[config.mk]
export PLATFORM = sky130hd
export DESIGN_NAME = fetch_ctrl_flat
export DESIGN_NICKNAME = d
export VERILOG_FILES = /design/src/rtl/fetch_ctrl_if.sv /design/src/rtl/fetch_ctrl.sv /design/src/flat_wrapper.sv
export SDC_FILE = /design/constraint.sdc
export NUM_CORES = 1
export LEC_CHECK = 0
export CAP_MARGIN = 40
export CORE_UTILIZATION = 25
export DETAILED_ROUTE_END_ITERATION = 6
export GPL_TIMING_DRIVEN = 0
export PLACE_DENSITY = 0.48
export SETUP_SLACK_MARGIN = 0.4
export SLEW_MARGIN = 10
export SYNTH_ARGS = -nofsm -noshare
export SYNTH_HDL_FRONTEND = slang
export SYNTH_SLANG_ARGS = --single-unit
[constraint.sdc]
create_clock -name clk -period 4.95 [get_ports clk]
set_clock_uncertainty 0.2 [all_clocks]
set_input_delay 0.99 -clock clk [delete_from_list [all_inputs] [get_ports clk]]
set_output_delay 0.99 -clock clk [all_outputs]
set_load 0.01 [all_outputs]
[src/rtl/fetch_ctrl_if.sv]
// Bundle of the fetch sequencer's bus-side and pipeline-side signals.
// master: the fetch_ctrl view; slave: the instruction bus / pipeline view.
interface fetch_ctrl_if;
  logic        redirect_i;
  logic [31:0] redirect_addr_i;
  logic        ibus_req_o;
  logic [31:0] ibus_addr_o;
  logic        ibus_gnt_i;
  logic        ibus_rvalid_i;
  logic [31:0] ibus_rdata_i;
  logic        inst_valid_o;
  logic [31:0] inst_o;
  logic [31:0] inst_pc_o;
  logic        id_ready_i;
  logic        busy_o;

  modport master (
    input  redirect_i, redirect_addr_i, ibus_gnt_i, ibus_rvalid_i, ibus_rdata_i, id_ready_i,
    output ibus_req_o, ibus_addr_o, inst_valid_o, inst_o, inst_pc_o, busy_o
  );

  modport slave (
    output redirect_i, redirect_addr_i, ibus_gnt_i, ibus_rvalid_i, ibus_rdata_i, id_ready_i,
    input  ibus_req_o, ibus_addr_o, inst_valid_o, inst_o, inst_pc_o, busy_o
  );
endinterface

[src/rtl/fetch_ctrl.sv]
// Instruction-fetch sequencer: issues word fetches on a req/gnt/rvalid bus,
// buffers returned words with their PCs and hands them to IF/ID in order.
module fetch_ctrl #(
  parameter logic [31:0] START_ADDR = 32'h0000_0000,
  parameter logic [31:0] END_ADDR   = 32'h0000_3FFC,
  parameter int          DEPTH      = 2
) (
  input  logic         clk,
  input  logic         rst_n,
  fetch_ctrl_if.master bus
);

  localparam int AW = $clog2(DEPTH);
  localparam int CW = AW + 1;

  localparam logic [0:0] S_IDLE = 1'b0;
  localparam logic [0:0] S_RUN  = 1'b1;

  logic [0:0]    state_reg;
  logic [31:0]   fetch_pc_reg, fetch_pc_next;
  logic [CW-1:0] out_cnt_reg, out_cnt_next;
  logic [CW-1:0] disc_cnt_reg, disc_cnt_next;
  logic [CW-1:0] q_cnt_reg, q_cnt_next;
  logic [AW-1:0] q_wr_ptr_reg, q_wr_ptr_next;
  logic [AW-1:0] q_rd_ptr_reg, q_rd_ptr_next;
  logic [AW-1:0] pcf_wr_ptr_reg, pcf_rd_ptr_reg;

  logic [31:0] q_inst_reg [DEPTH];
  logic [31:0] q_pc_reg   [DEPTH];
  logic [31:0] pcf_reg    [DEPTH];

  logic          inst_valid;
  logic          q_pop;
  logic          q_push;
  logic          rsp_drop;
  logic          grant;
  logic          req;
  logic [CW:0]   occupancy;
  logic          unused_addr_lsbs;

  assign unused_addr_lsbs = ^bus.redirect_addr_i[1:0];

  assign inst_valid = (q_cnt_reg != '0) && !bus.redirect_i;
  assign q_pop      = inst_valid && bus.id_ready_i;

  // A word leaving the queue this cycle frees its slot for a new request,
  // which is what lets DEPTH=2 sustain one fetch per cycle.
  assign occupancy  = {1'b0, out_cnt_reg} + {1'b0, q_cnt_reg} - {{CW{1'b0}}, q_pop};
  assign req        = (state_reg == S_RUN) && (occupancy < (CW+1)'(DEPTH));
  assign grant      = req && bus.ibus_gnt_i;

  assign rsp_drop   = bus.ibus_rvalid_i && ((disc_cnt_reg != '0) || bus.redirect_i);
  assign q_push     = bus.ibus_rvalid_i && !rsp_drop;

  always_comb begin
    fetch_pc_next = fetch_pc_reg;
    if (bus.redirect_i)
      fetch_pc_next = {bus.redirect_addr_i[31:2], 2'b00};
    else if (grant)
      fetch_pc_next = (fetch_pc_reg >= END_ADDR) ? START_ADDR : fetch_pc_reg + 32'd4;
  end

  always_comb begin
    out_cnt_next  = out_cnt_reg + CW'(grant) - CW'(bus.ibus_rvalid_i);
    disc_cnt_next = disc_cnt_reg;
    // Everything still in flight after a redirect belongs to the old stream.
    if (bus.redirect_i)
      disc_cnt_next = out_cnt_next;
    else if (bus.ibus_rvalid_i && (disc_cnt_reg != '0))
      disc_cnt_next = disc_cnt_reg - CW'(1);
  end

  always_comb begin
    q_cnt_next    = q_cnt_reg + CW'(q_push) - CW'(q_pop);
    q_wr_ptr_next = q_wr_ptr_reg + AW'(q_push);
    q_rd_ptr_next = q_rd_ptr_reg + AW'(q_pop);
    if (bus.redirect_i) begin
      q_cnt_next    = '0;
      q_wr_ptr_next = '0;
      q_rd_ptr_next = '0;
    end
  end

  always_ff @(posedge clk or negedge rst_n) begin
    if (!rst_n) begin
      state_reg      <= S_IDLE;
      fetch_pc_reg   <= START_ADDR;
      out_cnt_reg    <= '0;
      disc_cnt_reg   <= '0;
      q_cnt_reg      <= '0;
      q_wr_ptr_reg   <= '0;
      q_rd_ptr_reg   <= '0;
      pcf_wr_ptr_reg <= '0;
      pcf_rd_ptr_reg <= '0;
    end else begin
      state_reg      <= S_RUN;
      fetch_pc_reg   <= fetch_pc_next;
      out_cnt_reg    <= out_cnt_next;
      disc_cnt_reg   <= disc_cnt_next;
      q_cnt_reg      <= q_cnt_next;
      q_wr_ptr_reg   <= q_wr_ptr_next;
      q_rd_ptr_reg   <= q_rd_ptr_next;
      pcf_wr_ptr_reg <= pcf_wr_ptr_reg + AW'(grant);
      pcf_rd_ptr_reg <= pcf_rd_ptr_reg + AW'(bus.ibus_rvalid_i);
    end
  end

  // The PC record is never flushed: stale responses still retire their entry.
  genvar gi;
  generate
    for (gi = 0; gi < DEPTH; gi++) begin : g_entry
      always_ff @(posedge clk or negedge rst_n) begin
        if (!rst_n) begin
          pcf_reg[gi] <= '0;
        end else if (grant && (pcf_wr_ptr_reg == AW'(gi))) begin
          pcf_reg[gi] <= fetch_pc_reg;
        end
      end

      always_ff @(posedge clk or negedge rst_n) begin
        if (!rst_n) begin
          q_inst_reg[gi] <= '0;
          q_pc_reg[gi]   <= '0;
        end else if (q_push && (q_wr_ptr_reg == AW'(gi))) begin
          q_inst_reg[gi] <= bus.ibus_rdata_i;
          q_pc_reg[gi]   <= pcf_reg[pcf_rd_ptr_reg];
        end
      end
    end
  endgenerate

  assign bus.ibus_req_o   = req;
  assign bus.ibus_addr_o  = fetch_pc_reg;
  assign bus.inst_valid_o = inst_valid;
  assign bus.inst_o       = q_inst_reg[q_rd_ptr_reg];
  assign bus.inst_pc_o    = q_pc_reg[q_rd_ptr_reg];
  assign bus.busy_o       = (out_cnt_reg != '0) || (disc_cnt_reg != '0);

  a_rsp_has_request: assert property (@(posedge clk) disable iff (!rst_n)
    bus.ibus_rvalid_i |-> (out_cnt_reg != '0));
  a_credit_bound: assert property (@(posedge clk) disable iff (!rst_n)
    ({1'b0, out_cnt_reg} + {1'b0, q_cnt_reg}) <= (CW+1)'(DEPTH));
  a_discard_bound: assert property (@(posedge clk) disable iff (!rst_n)
    disc_cnt_reg <= out_cnt_reg);

endmodule

[src/flat_wrapper.sv]
// flat-port wrapper written by rule: the top's interface ports become plain ports
module fetch_ctrl_flat 
#(
  parameter logic [31:0] START_ADDR = 32'h0000_0000,
  parameter logic [31:0] END_ADDR   = 32'h0000_3FFC,
  parameter int          DEPTH      = 2
)
  (clk, rst_n, bus_redirect_i, bus_redirect_addr_i, bus_ibus_gnt_i, bus_ibus_rvalid_i, bus_ibus_rdata_i, bus_id_ready_i, bus_ibus_req_o, bus_ibus_addr_o, bus_inst_valid_o, bus_inst_o, bus_inst_pc_o, bus_busy_o);
  fetch_ctrl_if bus_i ();
  input  logic clk;
  input  logic rst_n;
  input wire logic [$bits(bus_i.redirect_i)-1:0] bus_redirect_i;
  input wire logic [$bits(bus_i.redirect_addr_i)-1:0] bus_redirect_addr_i;
  input wire logic [$bits(bus_i.ibus_gnt_i)-1:0] bus_ibus_gnt_i;
  input wire logic [$bits(bus_i.ibus_rvalid_i)-1:0] bus_ibus_rvalid_i;
  input wire logic [$bits(bus_i.ibus_rdata_i)-1:0] bus_ibus_rdata_i;
  input wire logic [$bits(bus_i.id_ready_i)-1:0] bus_id_ready_i;
  output wire logic [$bits(bus_i.ibus_req_o)-1:0] bus_ibus_req_o;
  output wire logic [$bits(bus_i.ibus_addr_o)-1:0] bus_ibus_addr_o;
  output wire logic [$bits(bus_i.inst_valid_o)-1:0] bus_inst_valid_o;
  output wire logic [$bits(bus_i.inst_o)-1:0] bus_inst_o;
  output wire logic [$bits(bus_i.inst_pc_o)-1:0] bus_inst_pc_o;
  output wire logic [$bits(bus_i.busy_o)-1:0] bus_busy_o;
  assign bus_i.redirect_i = bus_redirect_i;
  assign bus_i.redirect_addr_i = bus_redirect_addr_i;
  assign bus_i.ibus_gnt_i = bus_ibus_gnt_i;
  assign bus_i.ibus_rvalid_i = bus_ibus_rvalid_i;
  assign bus_i.ibus_rdata_i = bus_ibus_rdata_i;
  assign bus_i.id_ready_i = bus_id_ready_i;
  assign bus_ibus_req_o = bus_i.ibus_req_o;
  assign bus_ibus_addr_o = bus_i.ibus_addr_o;
  assign bus_inst_valid_o = bus_i.inst_valid_o;
  assign bus_inst_o = bus_i.inst_o;
  assign bus_inst_pc_o = bus_i.inst_pc_o;
  assign bus_busy_o = bus_i.busy_o;
  fetch_ctrl #(.START_ADDR(START_ADDR), .END_ADDR(END_ADDR), .DEPTH(DEPTH)) u_core (.clk(clk), .rst_n(rst_n), .bus(bus_i));
endmodule
==> impl_metrics.csv <==
group,metric,value,unit
timing,min_period_over_period,0.8665,
run,maxCapViolCount,0,
drt,finalWirelength,27480,um
setup_path,cpLargestDelayFamily,"adder cells",
cts,clk_pin_slew,0.06,ns
setup_path,reg2reg_depth,13,
timing,worst_pin_slew,0.8515,ns
floorplan,die-area,40730,um^2
setup_path,path_class,"in -> out",
setup_path,cp.depth,7,
outcome,status,"finished, final reports clean",
final_layout,area_growth,32.32,%
setup_path,cp-end-kind,"output port",
setup_path,required,3.76,ns
final_layout,postLayoutCoreUtil,0.3386,
setup_path,max_stage_delay,0.59,ns
drt,dr.first_iter.drc_count,289,
synth,seq_area_frac_synth,0.5641,
synth,ys_ff_latch,225,
cts,clkLatencyLatePin,0.56,ns
synth,avgSynthCellArea,12.78,um^2
cts,cts_buffers,27,
pwr,power_density,595.6,nW/um^2
placed_design,dp_slack,-0.1047,ns
final_layout,mostFrequentLayoutCells,"dfrtp_1, clkdlybuf4s50_1, mux2_2",
setup_path,cp_max_fo,3,
drt,wl_per_cell,18.15,um
timing,period_needed,4.289,ns
floorplan,die_w,201.8,um
timing,setup_ws,0.6609,ns
floorplan,core,39010,um^2
cts,cts_max_path_buffers,3,
timing,tns,0,ns
setup_path,start_kind,"primary input",
drt,first_pass_iters,4,
pwr,ir_worst_vdd,0.2639,mV
grt,grt_pass1_vias,7203,
setup_path,crit_slowest_cell,"fa_1",
setup_path,r2r_start,"u_core.q_cnt_reg[1]$_DFF_PN0_",
cts,htreeDepth,1,
synth,yosysUniqueCellTypes,51,
final_layout,layout-drive-gt1-share,0.2390,
grt,grt_max_degree,106,
grt,antenna_found_initial,0,
hold_path,hold_path_class,"in -> async",
floorplan,start_util,0.2559,
placed_design,port-buffer-count,161,
floorplan,num_rows,72,
timing,setup_viol,0,
synth,netlist_area,9981,um^2
final_layout,num-fill-cells,3916,
timing,timing.hold.ws,0.06632,ns
setup_path,path_buf_inv,2,
floorplan,io_pins,169,
grt,grt_pass1_wl,43520,um
cts,cts_sinks,225,
drt,postRouteAntennaNets,0,
final_layout,nets,1061,
timing,rsz0062_at_grt,"no",
synth,yosys_warnings,0,
timing,finalHoldViolCount,0,
final_layout,largest_register_ffs,64,
setup_path,worstPathArrival,3.10,ns
drt,viasPerCell,4.465,
cts,cts_root_buf,"clkbuf_16",
setup_path,r2r-end,"u_core.pcf_reg[51]$_DFFE_PN0P_",
pwr,power,7.866,mW
setup_path,r2r_slack,1.08,ns
floorplan,die_h,201.8,um
synth,synthCells,781,
setup_path,crit_chain,"clkdlybuf4s50_1, and2_1, ha_1, nand2b_1, fa_1, and3_1, dlygate4sd2_1",
timing,relSlewSlack,0.4324,
drt,route.detailed.drc,0,
timing,slew_violations,0,
final_layout,final_common_cell,"dfrtp_1",
timing,max_freq,0.2332,GHz
pwr,cellLeakagePower,5.625,nW
grt,overflow,0,
final_layout,antenna_cells,0,
placed_design,gp_congestion,0.7308,
placed_design,hpwl,19380,um
cts,cts_tree,"built",
grt,grt_usage,0.1378,
drt,vias,6760,
==> how the worst max path moves through the flow <==
stage	slack, ns	start	end
after global routing	0.53	bus_id_ready_i	bus_ibus_req_o
after global placement	-7.66	rst_n	u_core.q_inst_reg[38]$_DFFE_PN0P_
after detailed placement	-0.10	bus_redirect_i	u_core.pcf_reg[45]$_DFFE_PN0P_
final	0.66	bus_id_ready_i	bus_ibus_req_o
after CTS	0.63	bus_id_ready_i	bus_ibus_req_o
after floorplan	0.78	bus_redirect_i	u_core.pcf_reg[34]$_DFFE_PN0P_
==> logic make-up (layout without fill, tap and decap cells) <==
family	after synthesis	count (layout)	synth area share
xor+xnor	15	15	0.01392
compound gates	110	110	0.07171
other cells	2	5	0.0007524
flops	225	225	0.5641
fa+ha+maj	12	12	0.01580
simple gates	137	137	0.06494
buf+inv	62	274	0.02670
mux	218	218	0.2421
==> what timing repair did <==
action	in CTS	in global routing
hold buffers	0	0
buffers inserted	1	0
resized for setup	4	0
setup endpoints to repair	1	0
==> area by class of cell <==
cell class	instances	area, um^2	area share
clock inverters	7	77.57	0.005874
plain buffers	50	225.2	0.01705
repair buffers	166	1700	0.1288
inverters	12	45.04	0.003411
clock buffers	39	780.7	0.05912
multi-input cells	497	4099	0.3104
well taps	518	648.1	0.04908
flip-flops and latches	225	5630	0.4263
==> per-layer routing <==
layer	up-vias	global-route usage	routed length, um
met1	3462	0.1868	12930
li1	3149	-	-
met4	0	0.03220	588
met3	33	0.02628	984
met2	116	0.2263	12980
met5	-	0	0
==> through the flow <==
step / cells / cell area, um^2
after floorplan: 784 / 9992
after global placement: 1463 / 12250
after detailed placement: 1467 / 12330
after CTS: 1514 / 13210
after global routing: 1514 / 13210
final: 1514 / 13210
==> cells in the mapped netlist, drive strengths merged <==
cell type  number  area, um^2
dfrtp         225        5630
mux2          187        2106
nor2           71       266.5
a21oi          67       346.6
clkbuf         33       123.9
mux2i          31       310.3
nand2          25       93.84
o21ai          18       127.6
buf            17       97.60
inv            12       45.04
xnor2          12       105.1
ha             11       137.6
a22o           10       87.58
nand3           9       45.04
nor3            5       30.03
a41oi           4       53.81
and3            4       25.02
a31oi           3       18.77
and2            3       20.02
and4            3       26.28
nand2b          3       18.77
nand4           3       25.02
nor4            3       18.77
nor4b           3       38.79
xor2            3       33.79
a22oi           2       15.01
conb            2       7.510
nor2b           2       12.51
nor3b           2       20.02
o311ai          2       17.52
a21boi          1       7.510
fa              1       20.02
nand3b          1       7.510
o2111ai         1       26.28
o211ai          1       7.510
o31ai           1       7.510
==> power by group <==
part	switching, mW	internal (mW)
Combinational	1.27	1.65
Sequential	0.416	2.59
Clock	0.796	1.14
Power figures use the tool's default switching activity.
